`src/rtl/hazard_pkg.sv`:
```
// Shared encodings for the forwarding/hazard unit and its per-source comparator.
package hazard_pkg;

    // Forwarding select encodings seen by the EX-stage operand muxes
    localparam logic [1:0] SEL_RF  = 2'b00;  // operand comes from the register file
    localparam logic [1:0] SEL_MEM = 2'b01;  // operand comes from the MEM-stage result
    localparam logic [1:0] SEL_WB  = 2'b10;  // operand comes from the WB-stage result

    // Register ID that never produces a match (the PC); 2**REG_W disables it
    localparam int DEFAULT_IGNORE_REG = 15;

endpackage

```
`src/rtl/fwd_src_cmp.sv`:
```
// Per-source comparator: tests one ID-stage source against the EX and MEM
// destinations and proposes the forwarding select for that source.
module fwd_src_cmp
    import hazard_pkg::*;
#(
    parameter int REG_W      = 4,
    parameter int IGNORE_REG = DEFAULT_IGNORE_REG
) (
    input  logic             id_valid,
    input  logic [REG_W-1:0] src,
    input  logic             src_valid,
    input  logic [REG_W-1:0] ex_dest,
    input  logic             ex_wb_en,
    input  logic [REG_W-1:0] mem_dest,
    input  logic             mem_wb_en,
    output logic             match_ex,
    output logic             match_mem,
    output logic [1:0]       next_sel
);

    logic src_live;

    // A source can only match when it is really read and is not the ignored ID
    assign src_live = id_valid & src_valid & (int'(src) != IGNORE_REG);

    // Compare against both producers; the EX instruction is younger and wins
    always_comb begin
        match_ex  = src_live & ex_wb_en  & (src == ex_dest);
        match_mem = src_live & mem_wb_en & (src == mem_dest);
        if (match_ex)
            next_sel = SEL_MEM;
        else if (match_mem)
            next_sel = SEL_WB;
        else
            next_sel = SEL_RF;
    end

endmodule

```
`src/rtl/fwd_hazard_unit.sv`:
```
// Forwarding and hazard control: evaluates ID sources one cycle early,
// registers EX-aligned forwarding selects, detects stalls, counts stall
// cycles and watches for runs of consecutive stalls.
module fwd_hazard_unit
    import hazard_pkg::*;
#(
    parameter int REG_W      = 4,
    parameter int NUM_SRC    = 2,
    parameter int IGNORE_REG = DEFAULT_IGNORE_REG,
    parameter int CNT_W      = 16,
    parameter int MAX_STALL  = 8
) (
    input  logic                     clk,
    input  logic                     rst,
    input  logic                     fwd_en,
    input  logic                     flush,
    input  logic                     id_valid,
    input  logic [NUM_SRC*REG_W-1:0] id_src,
    input  logic [NUM_SRC-1:0]       id_src_valid,
    input  logic [REG_W-1:0]         ex_dest,
    input  logic                     ex_wb_en,
    input  logic                     ex_mem_read,
    input  logic [REG_W-1:0]         mem_dest,
    input  logic                     mem_wb_en,
    output logic [NUM_SRC*2-1:0]     sel_src,
    output logic                     hazard_stall,
    output logic [CNT_W-1:0]         stall_cnt,
    output logic                     stall_timeout
);

    localparam int WD_W = $clog2(MAX_STALL + 1);

    logic [NUM_SRC-1:0]   match_ex;
    logic [NUM_SRC-1:0]   match_mem;
    logic [NUM_SRC*2-1:0] next_sel;
    logic [WD_W-1:0]      consec_cnt;
    logic                 load_use;
    logic                 any_raw;

    // Saturating increment: holds at all-ones instead of wrapping
    function automatic logic [CNT_W-1:0] sat_inc(input logic [CNT_W-1:0] v);
        return (&v) ? v : v + 1'b1;
    endfunction

    for (genvar i = 0; i < NUM_SRC; i++) begin : g_src
        fwd_src_cmp #(
            .REG_W      (REG_W),
            .IGNORE_REG (IGNORE_REG)
        ) u_cmp (
            .id_valid  (id_valid),
            .src       (id_src[i*REG_W +: REG_W]),
            .src_valid (id_src_valid[i]),
            .ex_dest   (ex_dest),
            .ex_wb_en  (ex_wb_en),
            .mem_dest  (mem_dest),
            .mem_wb_en (mem_wb_en),
            .match_ex  (match_ex[i]),
            .match_mem (match_mem[i]),
            .next_sel  (next_sel[i*2 +: 2])
        );
    end

    // Stall decision: load-use only when forwarding, any RAW otherwise; flush overrides
    always_comb begin
        load_use     = (|match_ex) & ex_mem_read;
        any_raw      = |(match_ex | match_mem);
        hazard_stall = ~flush & (fwd_en ? load_use : any_raw);
    end

    // ID->EX select register: a flushed, stalled or non-forwarding slot reads the regfile
    always_ff @(posedge clk or posedge rst) begin
        if (rst)
            sel_src <= '0;
        else if (flush || hazard_stall || !fwd_en)
            sel_src <= '0;
        else
            sel_src <= next_sel;
    end

    // Performance counter of stall cycles, saturating
    always_ff @(posedge clk or posedge rst) begin
        if (rst)
            stall_cnt <= '0;
        else if (hazard_stall)
            stall_cnt <= sat_inc(stall_cnt);
    end

    // Watchdog: count consecutive stalls and latch the timeout once MAX_STALL is reached
    always_ff @(posedge clk or posedge rst) begin
        if (rst) begin
            consec_cnt    <= '0;
            stall_timeout <= 1'b0;
        end else if (hazard_stall) begin
            if (consec_cnt != WD_W'(MAX_STALL))
                consec_cnt <= consec_cnt + 1'b1;
            if (consec_cnt >= WD_W'(MAX_STALL - 1))
                stall_timeout <= 1'b1;
        end else begin
            consec_cnt <= '0;
        end
    end

endmodule
```
`config.mk`:
```
export PLATFORM = sky130hd
export DESIGN_NAME = fwd_hazard_unit
export DESIGN_NICKNAME = d
export VERILOG_FILES = /design/src/rtl/hazard_pkg.sv /design/src/rtl/fwd_src_cmp.sv /design/src/rtl/fwd_hazard_unit.sv
export SDC_FILE = /design/constraint.sdc
export NUM_CORES = 1
export LEC_CHECK = 0
export ABC_AREA = 1
export ABC_CLOCK_PERIOD_IN_PS = 5300
export CORE_MARGIN = 2
export CORE_UTILIZATION = 45
export DETAILED_ROUTE_END_ITERATION = 8
export PLACE_DENSITY = 0.85
export SLEW_MARGIN = 30
export SYNTH_ARGS = -nofsm -noshare
export SYNTH_HDL_FRONTEND = slang
export SYNTH_SLANG_ARGS = --single-unit
```
`constraint.sdc`:
```
create_clock -name clk -period 5.3 [get_ports clk]
set_clock_uncertainty 0.15 [all_clocks]
set_input_delay 1.06 -clock clk [delete_from_list [all_inputs] [get_ports clk]]
set_output_delay 1.06 -clock clk [all_outputs]
set_load 0.02 [all_outputs]
```
==> metrics.md, run 1 <==
| Metric | Value |
|---|---|
| Bufs and invs on worst path | `4` |
| Starting Density | `47.56%` |
| Post-synth EDFFs | `0` |
| Site row count | `22` |
| Cell area after synthesis | `1780 sq um` |
| List of most frequent post-synthesis cells | `nand2_1, inv_1, dfrtp_1` |
| Total CTS buffers | `3` |
| Via count | `1,782` |
| Ys flop type | `dfrtp_1` |
| Leak | `1.144 nW` |
| RSZ-0062 raised after global routing | `false` |
| Minimum clock period | `4.422 ns` |
| Share of cells above drive strength 1 | `5.195%` |
| Synth area leaders | `dfrtp_1, nand2_1, inv_1` |
| CORE AREA | `3744 sq um` |
| Peak supply drop | `0.09470 mV` |
| Global-route met3 utilization | `1.182%` |
| Worst hold start | `stall_timeout` |
| Largest net degree at the start of global routing | `26` |
| CP dominant cell by count | `nand2_1` |
| Clk sink count | `25` |
| Met1 Usage GRT | `25.26%` |
| Total grt overflow | `0` |
| Post-Syn Instances | `261` |
| Antenna violations before repair | `0` |
| CP Class | `input pin to output pin` |
| Number of diodes | `0` |
| Area after DPL | `2287 sq um` |
| Hold/Removal Path Class | `flip-flop to flip-flop` |
| Die Wd | `66.90 um` |
| Critical path arrival | `3.21 ns` |
| Root Driver | `clkbuf_8` |
| Resized Gates After CTS | `0` |
| Tot Pwr | `392.6 uW` |
| Clock slew at reported path FFs | `0.08 ns` |
| Final Hold Violating Endpoints | `0` |
| Slew @ Worst Pin | `0.5188 ns` |
| Kind of cell adding the most delay to the critical path | `buffers and inverters` |
| R2R Path End | `stall_cnt[2]` |
| Area growth syn-to-layout | `30.99%` |
| Yosys warnings | `0` |
| Fin crit share | `83.43%` |
| Synth cell types | `27` |
| CP Max Fanout | `19` |
| Final nets | `338` |
| DP HPWL | `3093 um` |
| DIE AREA | `4476 sq um` |
| Pre-antenna DRT Iters | `4` |
| CP peak stage delay | `0.59 ns` |
| First-pass GRT wire length | `6844 um` |
| FF-to-FF path depth | `9` |
| Critical R2R Launch | `stall_cnt[0]` |
| Async set-reset flop share out of synthesis | `100.0%` |
| Reported max-cap violation count | `0` |
| DRC viols | `0` |
| Outcome | `finished, final reports clean` |
| Worst-case clock buffer depth | `2` |
| Power Density | `168.3 nW/um^2` |
| Vias per cell | `5.006` |
| Most frequent cell after synthesis | `nand2_1` |
| Hold-fix buffers at CTS | `0` |
| Max Clock Freq | `226.2 MHz` |
| Routed len/inst | `10.91 um` |
| Setup TNS | `0 ns` |
| Setup slack after layout | `0.8781 ns` |
| CP cell instances | `clkdlybuf4s50_1 -> inv_1 -> nand2_1 -> nand3_1 -> nor2_1 -> nand2_1 -> nand2_1 -> nand2_1 -> nand2_4 -> nand2_1 -> inv_1 -> clkdlybuf4s50_1` |
| Reg2reg setup slack | `3.34 ns` |
| Avg Inst Size Synth | `6.822 sq um` |
| Port-buffer cells | `47` |
| CTS HTree Levels | `1` |
| WL final | `3883 um` |
| ANT nets after route | `0` |
| Slew headroom | `65.36%` |
| Top Ports | `48` |
| Post-synth top area share | `35.14%` |
| Grt met2 use | `32.63%` |
| Total GRT Usage | `19.11%` |
| Clock latency on the worst-skew pair | `0.27 ns` |
| Design area | `2332 sq um` |
| GRT busiest layer | `met2` |
| Startpoint Class | `input pin` |
| Worst slack, placed | `0.8826 ns` |
| CTS tree | `done` |
| DR iter-0 viols | `80` |
| Fin. max-slew vios | `0` |
| Post-synthesis sequential area ratio | `35.14%` |
| Setup Viol. Count Final | `0` |
| Final GP Congestion | `0.8493` |
| Post-synth top area cell | `dfrtp_1` |
| Mapped Nets | `290` |
| Hold Crit Endpoint | `stall_timeout` |
| Hold path cells | `1` |
| Number of global-route vias before repair | `1,691` |
| WHS | `0.3369 ns` |
| Flops & latches, synth | `25` |
| Die height | `66.90 um` |
| Fillcell total | `328` |
| CP max stage cell | `clkdlybuf4s50_1` |
| CP Data Required Time | `4.09 ns` |
| Setup bufs post-CTS | `0` |
| CP Capture Type | `output pin` |
==> cells in the final DEF, fill, tap and decap left out, types with 3 or more instances in the layout <==
cell / count
ha_1: 3
nand3_1: 12
inv_1: 34
clkbuf_8: 3
o21ai_0: 4
nor3_1: 8
xnor2_1: 5
a21oi_1: 8
clkdlybuf4s50_1: 47
dfrtp_1: 25
nand4_1: 18
o21bai_1: 3
nand2_1: 99
nor2_1: 16
xor2_1: 7
==> worst max path at each step <==
| stage | endpoint | from | cells after the start |
|---|---|---|---|
| 6_report | hazard_stall | id_src[5] | 12 |
| 4_1_cts | hazard_stall | id_src[5] | 12 |
| 3_3_place_gp | hazard_stall | id_src[5] | 12 |
| 5_1_grt | hazard_stall | ex_dest[3] | 12 |
| 2_1_floorplan | hazard_stall | id_src_valid[1] | 9 |
| 3_5_place_dp | hazard_stall | id_src[5] | 12 |
==> worst reg2reg max path, stage by stage (launching register included) <==
cell,delay [ns]
dfrtp_1,0.46
ha_1,0.25
nand3_2,0.14
nor2_4,0.16
nand2_2,0.11
nor2_4,0.12
nand2_4,0.14
nand3_4,0.22
nand2_1,0.08
nand2_1,0.06
==> final cells by class <==
class                           instances  area, sq um  share of cell area [%]
Inverter                               35        131.4                   5.633
Multi-Input combinational cell        196        992.2                   42.54
Timing Repair Buffer                   48        478.0                   20.49
Clock buffer                            4        45.04                   1.931
Sequential cell                        25        625.6                   26.82
Tap cell                               48        60.06                   2.575
==> power by group <==
group,switching (mW),leakage (nW),internal (mW)
clock network,0.0581,0.0228,0.0537
registers,0.00816,0.347,0.196
logic,0.0395,0.774,0.0375
total,0.106,1.14,0.287
==> registers in the layout (all words and copies together), names as in the netlist <==
name and cells:
sel_src 4, stall_timeout 1, stall_cnt 16, consec_cnt 4
==> through the flow <==
step / std cells / utilization (%)
after floorplan: 261 / -
after global placement: 352 / 61.10
after detailed placement: 352 / 61.10
after CTS: 356 / 62.30
after global routing: 356 / 62.30
final: 356 / 62.30
==> logic make-up after synthesis <==
kind of cell	share of synthesized area [%]
AOI/OAI and AO/OA	4.638
xor gates and xnor gates	5.903
adders and majority gates	2.108
buffers and inverters	9.135
DFF	35.14
and+or+nand+nor	43.08
==> metal layers <==
layer / vias up / routed length (um)
met2: 59 / 1836
met3: 4 / 186
li1: 926 / -
met5: - / 0
met4: 0 / 25
met1: 793 / 1834
Note: power is estimated with default switching activity, not from simulation.
==> run 2, diff against run 1 <==
ABC_CLOCK_PERIOD_IN_PS = 4080   (was 5300)
clock period = 4.08 ns   (was 5.3 ns; I/O delays follow)
==> metrics.md, run 2 (synthesis gave the netlist of run 1 again) <==
| Metric | Value |
|---|---|
| Starting Density | `47.56% (unchanged)` |
| Global-route met3 utilization | `2.196% (+1.0 points)` |
| CP max stage cell | `clkdlybuf4s50_1` |
| Final Hold Violating Endpoints | `0 (unchanged)` |
| Root Driver | `clkbuf_8` |
| Power Density | `220.6 nW/um^2 (+31%)` |
| Final nets | `340 (+0.59%)` |
| CORE AREA | `3744 sq um (unchanged)` |
| Setup TNS | `0 ns (unchanged)` |
| Resized Gates After CTS | `0 (unchanged)` |
| Total GRT Usage | `21.29% (+2.2 points)` |
| Die height | `66.90 um (unchanged)` |
| DRC viols | `0 (unchanged)` |
| Total CTS buffers | `3 (unchanged)` |
| GRT busiest layer | `met2` |
| Slew @ Worst Pin | `0.5161 ns (-0.002668 ns)` |
| Area growth syn-to-layout | `31.90%` |
| Port-buffer cells | `47 (unchanged)` |
| Leak | `1.157 nW (+1.1%)` |
| Crit path from | `ex_dest[1]` |
| Top Ports | `48 (unchanged)` |
| Critical path arrival | `2.76 ns (-0.45 ns)` |
| CP Data Required Time | `3.11 ns (-0.98 ns)` |
| First-pass GRT wire length | `7548 um (+10%)` |
| Startpoint Class | `input pin` |
| Clock latency on the worst-skew pair | `0.27 ns (about the same)` |
| WL final | `4216 um (+8.6%)` |
| WHS | `0.3674 ns (+0.03050 ns)` |
| Slew headroom | `65.54% (+0.18 points)` |
| Setup Viol. Count Final | `0 (unchanged)` |
| CP Capture Type | `output pin` |
| Total grt overflow | `0 (unchanged)` |
| CP Class | `input pin to output pin` |
| Largest net degree at the start of global routing | `26 (unchanged)` |
| Number of global-route vias before repair | `1,762 (+4.2%)` |
| Minimum clock period | `3.728 ns` |
| Max reg flops | `16 (unchanged)` |
| Most common cell after layout, fill and taps aside | `nand2_1` |
| CP dominant cell by count | `nand2_1` |
| Most frequent cells in the layout | `nand2_1, clkdlybuf4s50_1, inv_1, dfrtp_1, nand4_1` |
| RSZ-0062 raised after global routing | `false` |
| Hold/Removal Path Class | `flip-flop to flip-flop` |
| Critical R2R Launch | `stall_cnt[0]` |
| Grt met2 use | `36.63% (+4.0 points)` |
| Number of diodes | `0 (unchanged)` |
| Fin crit share | `91.37%` |
| ANT nets after route | `0 (unchanged)` |
| CTS tree | `done` |
| Pre-antenna DRT Iters | `4 (unchanged)` |
| Met1 Usage GRT | `28.44% (+3.2 points)` |
| Clk sink count | `25 (unchanged)` |
| Outcome | `finished, final reports clean` |
| Fin. max-slew vios | `0 (unchanged)` |
| CP cell instances | `clkdlybuf4s50_1 -> inv_1 -> nand2_1 -> o21ai_0 -> nor2_1 -> nand2_1 -> nand2_1 -> nand2_2 -> nand2_4 -> nand2_1 -> inv_1 -> clkdlybuf4s50_1` |
| Final GP Congestion | `0.8532 (+0.46%)` |
| Antenna violations before repair | `0 (unchanged)` |
| Worst hold start | `stall_timeout` |
| Fillcell total | `337 (+2.7%)` |
| Hold-fix buffers at CTS | `0 (unchanged)` |
| DR iter-0 viols | `95 (+19%)` |
| Peak supply drop | `0.1411 mV (+49%)` |
| DP HPWL | `3295 um (+6.5%)` |
| Share of cells above drive strength 1 | `6.129% (+0.93 points)` |
| CP Max Fanout | `3 (-16)` |
| Reported max-cap violation count | `0 (unchanged)` |
| DIE AREA | `4476 sq um (unchanged)` |
| Site row count | `22 (unchanged)` |
| Vias per cell | `5.020 (+0.28%)` |
| CTS HTree Levels | `1 (unchanged)` |
| Routed len/inst | `11.78 um (+8.0%)` |
| Worst-case clock buffer depth | `2 (unchanged)` |
| CP peak stage delay | `0.59 ns (about the same)` |
| Max Clock Freq | `268.2 MHz` |
| Most flop-heavy register | `stall_cnt` |
| Die Wd | `66.90 um (unchanged)` |
| Via count | `1,797 (+0.84%)` |
| Setup bufs post-CTS | `0 (unchanged)` |
| Top Registers | `stall_cnt: 16 flops, consec_cnt: 4 flops, sel_src: 4 flops` |
| Clock slew at reported path FFs | `0.09 ns (about the same)` |
run 2: metrics by stage:
| step | power, mW | setup slack, ns | std cells | utilization [%] | instance area [sq um] |
|---|---|---|---|---|---|
| after floorplan | 0.3168 | 1.405 | 261 | - | 1780 |
| after global routing | 0.5414 | 0.1846 | 358 | 62.73 | 2349 |
| after CTS | 0.5191 | 0.3527 | 358 | 62.73 | 2349 |
| after global placement | 0.3685 | 0.4188 | 354 | 61.50 | 2302 |
| final | 0.5180 | 0.3521 | 358 | 62.73 | 2349 |
| after detailed placement | 0.3706 | 0.3704 | 354 | 61.50 | 2302 |
run 2: worst max-delay path: cells and delay by family:
family                 cells  cell delay (ns)
AO/OA/AOI/OAI              1             0.07
AND/OR/NAND/NOR            7             0.63
buffers and inverters      4             1.25
run 2: cell type report:
type / count / area (sq um) / share of cell area, %
clock inverter: 1 / 5.005 / 0.2131
sequential: 25 / 625.6 / 26.64
inverter: 35 / 131.4 / 5.594
timing repair buffer: 50 / 493.0 / 20.99
multi-input combinational: 196 / 992.2 / 42.25
tap: 48 / 60.06 / 2.557
clock buffer: 3 / 41.29 / 1.758
run 2: path summary, 6_finish.rpt:
kind | slack (ns) | cells past startpoint | to
setup / recovery | 0.35 | 12 | hazard_stall
max in group asynchronous | 2.69 | 2 | consec_cnt[1]
hold / removal | 0.37 | 1 | stall_timeout
hold reg to reg | 0.37 | 1 | stall_timeout
min in group asynchronous | 0.75 | 2 | stall_cnt[7]
setup reg to reg | 2.13 | 9 | stall_cnt[6]
run 2: report_power, final:
| group | switching [mW] | internal, mW | total (mW) |
|---|---|---|---|
| clock | 0.0827 | 0.0683 | 0.151 |
| combinational | 0.0529 | 0.0494 | 0.102 |
| sequential | 0.0105 | 0.254 | 0.265 |
| total | 0.146 | 0.372 | 0.518 |
run 2: layer usage:
| metal | vias to the layer above | part of all wire, % |
|---|---|---|
| met5 | - | 0 |
| met4 | 0 | 1.6 |
| met3 | 4 | 3.4 |
| met2 | 38 | 47 |
| met1 | 830 | 48 |
| li1 | 925 | - |
==> run 3, diff against run 2 <==
ABC_CLOCK_PERIOD_IN_PS = 3500   (was 4080)
CORE_UTILIZATION = 37   (was 45)
PLACE_DENSITY = 0.74   (was 0.85)
clock period = 3.5 ns   (was 4.08 ns; I/O delays follow)
==> metrics.md, run 3 (synthesis gave the netlist of run 1 again) <==
| Metric | Value |
|---|---|
| CP peak stage delay | `0.56 ns (-0.03 ns)` |
| Area growth syn-to-layout | `32.40%` |
| DP HPWL | `3110 um (-5.6%)` |
| Vias per cell | `4.821 (-3.9%)` |
| Via count | `1,755 (-2.3%)` |
| Setup Viol. Count Final | `0 (unchanged)` |
| Met1 Usage GRT | `21.20% (-7.2 points)` |
| Number of diodes | `0 (unchanged)` |
| Kind of cell adding the most delay to the critical path | `buffers and inverters` |
| Global-route met3 utilization | `1.509% (-0.69 points)` |
| Most common cell after layout, fill and taps aside | `nand2_1` |
| RSZ-0062 raised after global routing | `false` |
| Critical R2R Launch | `stall_cnt[0]` |
| Die height | `73.37 um (+9.7%)` |
| Leak | `1.173 nW (+1.4%)` |
| Tot Pwr | `593.1 uW (+14%)` |
| Most flop-heavy register | `stall_cnt` |
| Most frequent cells in the layout | `nand2_1, clkdlybuf4s50_1, inv_1, dfrtp_1, nand4_1` |
| CP dominant cell by count | `nand2_1` |
| WL final | `3927 um (-6.9%)` |
| Max Clock Freq | `324.0 MHz` |
| Routed len/inst | `10.79 um (-8.4%)` |
| Port-buffer cells | `47 (unchanged)` |
| DRC viols | `0 (unchanged)` |
| CP Capture Type | `output pin` |
| Slew @ Worst Pin | `0.5056 ns (-0.01053 ns)` |
| Largest net degree at the start of global routing | `26 (unchanged)` |
| CORE AREA | `4692 sq um (+25%)` |
| Top Registers | `stall_cnt: 16 flops, consec_cnt: 4 flops, sel_src: 4 flops` |
| CP Max Fanout | `4 (+1)` |
| Reported max-cap violation count | `0 (unchanged)` |
| Share of cells above drive strength 1 | `5.806% (-0.32 points)` |
| CP Class | `input pin to output pin` |
| R2R Path End | `stall_cnt[9]` |
| Setup TNS | `0 ns (unchanged)` |
| Root Driver | `clkbuf_8` |
| Final Hold Violating Endpoints | `0 (unchanged)` |
| Design area | `2357 sq um (+0.37%)` |
| CP max stage cell | `clkdlybuf4s50_1` |
| Minimum clock period | `3.086 ns` |
| ANT nets after route | `0 (unchanged)` |
| Hold/Removal Path Class | `flip-flop to flip-flop` |
| Clock latency on the worst-skew pair | `0.26 ns (about the same)` |
| Startpoint Class | `input pin` |
| CP Data Required Time | `2.65 ns (-0.46 ns)` |
| Total GRT Usage | `15.29% (-6.0 points)` |
| GRT busiest layer | `met2` |
| Pre-antenna DRT Iters | `4 (unchanged)` |
| Number of global-route vias before repair | `1,565 (-11%)` |
| Reg2reg setup slack | `1.56 ns (-0.57 ns)` |
| Critical Path Stages | `12 (unchanged)` |
| CP cell instances | `clkdlybuf4s50_1 -> inv_1 -> nand2_1 -> nand3_1 -> nor2_1 -> nand2_1 -> nand2_1 -> nand2_2 -> nand2_4 -> nand2_1 -> inv_1 -> dlymetal6s2s_1` |
| Final GP Congestion | `0.8959 (+5.0%)` |
| Slew headroom | `66.24% (+0.70 points)` |
| Worst setup endpoint | `hazard_stall` |
| Die Wd | `73.37 um (+9.7%)` |
| Clk sink count | `25 (unchanged)` |
| Crit path from | `id_src[0]` |
| Fillcell total | `464 (+38%)` |
| Total grt overflow | `0 (unchanged)` |
| Grt met2 use | `25.73% (-11 points)` |
| Worst slack, placed | `0.02234 ns (-0.3481 ns)` |
| Max reg flops | `16 (unchanged)` |
| Fin util | `50.24% (-12 points)` |
| Outcome | `finished, final reports clean` |
| Bufs and invs on worst path | `4 (unchanged)` |
| First-pass GRT wire length | `6630 um (-12%)` |
| Clock slew at reported path FFs | `0.08 ns (about the same)` |
| Critical path arrival | `2.24 ns (-0.52 ns)` |
| CTS HTree Levels | `1 (unchanged)` |
| Power Density | `251.6 nW/um^2 (+14%)` |
| Site row count | `25 (+14%)` |
| Final nets | `340 (unchanged)` |
| Peak supply drop | `0.1702 mV (+21%)` |
| Setup slack after layout | `0.4140 ns (+0.06193 ns)` |
| Top Ports | `48 (unchanged)` |
| DIE AREA | `5383 sq um (+20%)` |
| Area after DPL | `2310 sq um (+0.33%)` |
| Total CTS buffers | `3 (unchanged)` |
| Fin crit share | `88.17%` |
| Starting Density | `37.95% (-9.6 points)` |
| Fin. max-slew vios | `0 (unchanged)` |
| Antenna violations before repair | `0 (unchanged)` |
| CTS tree | `done` |
| Setup bufs post-CTS | `0 (unchanged)` |
| DR iter-0 viols | `133 (+40%)` |
| FF-to-FF path depth | `9 (unchanged)` |
| Worst-case clock buffer depth | `2 (unchanged)` |
[run 3: what timing repair did]
| item | in CTS | in global routing |
|---|---|---|
| gates resized for setup | 0 | 1 |
| hold buffers | 0 | 0 |
| endpoints found under the setup margin | 0 | 1 |
[run 3: metal layers]
layer  vias up  part of all wire [%]
met2        34                    47
li1        929                     -
met3         4                   3.2
met4         0                  0.92
met1       788                    49
met5         -                     0
[run 3: cell type report]
type | instances | area (sq um) | share of cell area [%]
well taps | 54 | 67.56 | 2.866
clock buffers | 4 | 45.04 | 1.911
inverters | 35 | 131.4 | 5.573
repair buffers | 50 | 495.5 | 21.02
flip-flops and latches | 25 | 625.6 | 26.54
multi-input cells | 196 | 992.2 | 42.09
[run 3: how the worst min path moves through the flow]
stage,from,endpoint,cells past startpoint
5_1_grt,stall_timeout,stall_timeout,1
2_1_floorplan,consec_cnt[0],consec_cnt[0],2
6_report,stall_timeout,stall_timeout,1
4_1_cts,stall_timeout,stall_timeout,1
3_3_place_gp,stall_timeout,stall_timeout,1
3_5_place_dp,stall_timeout,stall_timeout,1
[run 3: metrics by stage]
stage	cells	hold WS, ns
5_1_grt	364	0.3646
4_1_cts	364	0.3356
3_5_place_dp	360	0.3117
3_3_place_gp	360	0.3113
6_report	364	0.3294
2_1_floorplan	261	0.3759
[run 3: worst register-to-register path: stages (launching register included)]
cell     delay [ns]
dfrtp_1        0.46
ha_1           0.24
nand3_2        0.14
nor2_4         0.15
nand2_2        0.11
nor2_4         0.12
nand2_4        0.14
nand3_4        0.24
nand2_1        0.08
nand2_1        0.06
[run 3: where the power goes]
group          internal [mW]  switching, mW
Sequential             0.296         0.0125
Clock                 0.0812         0.0866
Combinational         0.0571         0.0594
Total                  0.435          0.159
==> variant (flow settings as in run 3) <==
Change the parameter `MAX_STALL` from 8 to 4.
--- a/src/rtl/fwd_hazard_unit.sv
+++ b/src/rtl/fwd_hazard_unit.sv
@@ -10,3 +10,3 @@
     parameter int CNT_W      = 16,
-    parameter int MAX_STALL  = 8
+    parameter int MAX_STALL  = 4
 ) (
Check against the original RTL: not equivalent (Yosys sat finds a counterexample within 10 cycles, from zero or initial values and one cycle with rst high).
==> variant against run 3 <==
- worst hold slack got worse by 0.012 ns
- worst setup slack got worse by 0.0051 ns
- power increased by 1.8%
- routed wire length increased by 2.7%
- synthesized area decreased by 4.1%
- sequential cell count decreased by 1
- design area decreased by 2.8%
- critical endpoint unchanged
==> variant: results (changes against run 3) <==
| Metric | Value |
|---|---|
| Outcome | `finished clean` |
| Power density over cell area | `264 nW/um^2 (+4.8%)` |
| Slew margin rel. | `0.662 (-0.000944)` |
| Vias in the first global route | `1615 (+3.2%)` |
| Filler instances | `439 (-5.4%)` |
| Synth top area cells | `dfrtp_1 35%, nand2_1 21%, inv_1 6.6%` |
| Initial antenna violation count | `0 (unchanged)` |
| Nets | `330 (-2.9%)` |
| Synth unique cells | `28 (+3.7%)` |
| Sequential share of power | `0.488 (-0.032)` |
| Min-Delay Path Depth | `2 (+1)` |
| Met2 usage | `0.278 (+0.0205)` |
| Clk root buf | `clkbuf_8` |
| First-pass detailed-route iteration total | `5 (+1)` |
| R2R setup slack | `1.51 ns (-0.05 ns)` |
| Placer Congestion | `0.869 (-3.0%)` |
| Starting DRT DRC Count | `84 (-37%)` |
| Post-Synth Adder-Cell Area | `0.0293 (+0.00824)` |
| DR WL met3 | `145 um (+15%)` |
| Clk_lat worst skew | `between 0.2 and 0.3 ns` |
| Wire length on met2 | `1940 um (+5.1%)` |
| Proportion of synthesized area in mux cells | `0 (unchanged)` |
| Reg2reg path depth | `9 (unchanged)` |
| Pre-CTS setup slack | `0.0339 ns (+0.0115 ns)` |
| Max cap viols | `0 (unchanged)` |
| Post-Syn Area per Cell | `6.83 um^2 (about the same)` |
| Met1 Use GR | `0.225 (+0.0130)` |
| Fin Hold WS | `0.317 ns (-0.0119 ns)` |
| Area after DPL | `2230 um^2 (-3.3%)` |
| Post-Synth XOR/XNOR Area | `0.0718 (+0.0128)` |
| Leak | `1.13 nW (-3.2%)` |
| IO Port Bufs | `47 (unchanged)` |
| Top flop regs | `stall_cnt: 16 flops, sel_src: 4 flops, consec_cnt: 3 flops` |
| Layout cells sized above 1 | `0.0635 (+0.00548)` |
| Slew Viols, Final | `0 (unchanged)` |
| Syn Nets | `280 (-3.4%)` |
| Comb. pwr | `roughly 120 uW` |
| Synth Area in Compound Gates | `0.0433 (-0.00313)` |
| Post-synthesis sequential area ratio | `0.352 (+0.000536)` |
| Total power | `604 uW (+1.8%)` |
| Max Clock Freq | `324 MHz (-0.16%)` |
| Top cells by count, synth | `95 x nand2_1, 30 x inv_1, 24 x dfrtp_1, 21 x nor2_1, 18 x nand4_1` |
| Routed WL | `4030 um (+2.7%)` |
| Post-DP HPWL | `3180 um (+2.2%)` |
| Final non-filler cell total | `351 (-3.6%)` |
| DR vias | `1678 (-4.4%)` |
| Synth warn | `0 (unchanged)` |
| Routing usage on met3 | `0.0139 (-0.00120)` |
| Maximum vdd drop | `155 uV (-9.1%)` |
| Pin count of the biggest net entering global routing | `25 (-3.8%)` |
| First-pass GRT wire length | `7020 um (+5.8%)` |
| Top_reg_cell synth | `dfrtp_1` |
| Routed met1 length | `1910 um (-0.68%)` |
| Tot GR Track Use | `0.163 (+0.0100)` |
| Switching share of total power | `0.268 (+0.000610)` |
-- variant: worst paths after layout --
| check | start | end |
|---|---|---|
| worst min-delay path | stall_timeout | stall_timeout |
| worst max-delay path | id_src[0] | hazard_stall |
| max in group asynchronous | rst | consec_cnt[1] |
| worst min register to register | stall_timeout | stall_timeout |
| worst max register to register | stall_cnt[0] | stall_cnt[6] |
| min in group asynchronous | rst | stall_cnt[12] |
-- variant: worst max-delay path, cell delays in order --
cell             delay [ns]
clkdlybuf4s50_1        0.54
nand2_1                0.07
o21bai_1               0.22
nor2_1                 0.07
nand2_1                0.09
nand2_1                0.05
nand2_1                0.10
nand2_4                0.05
nand2_1                0.07
inv_1                  0.06
dlymetal6s2s_1         0.20
-- variant: final cells by class --
| class | count | area share |
|---|---|---|
| inverter | 31 | 0.0508 |
| clock buffer | 4 | 0.0240 |
| sequential | 24 | 0.262 |
| multi-input combinational | 190 | 0.418 |
| timing repair buffer | 50 | 0.216 |
| tap | 52 | 0.0284 |
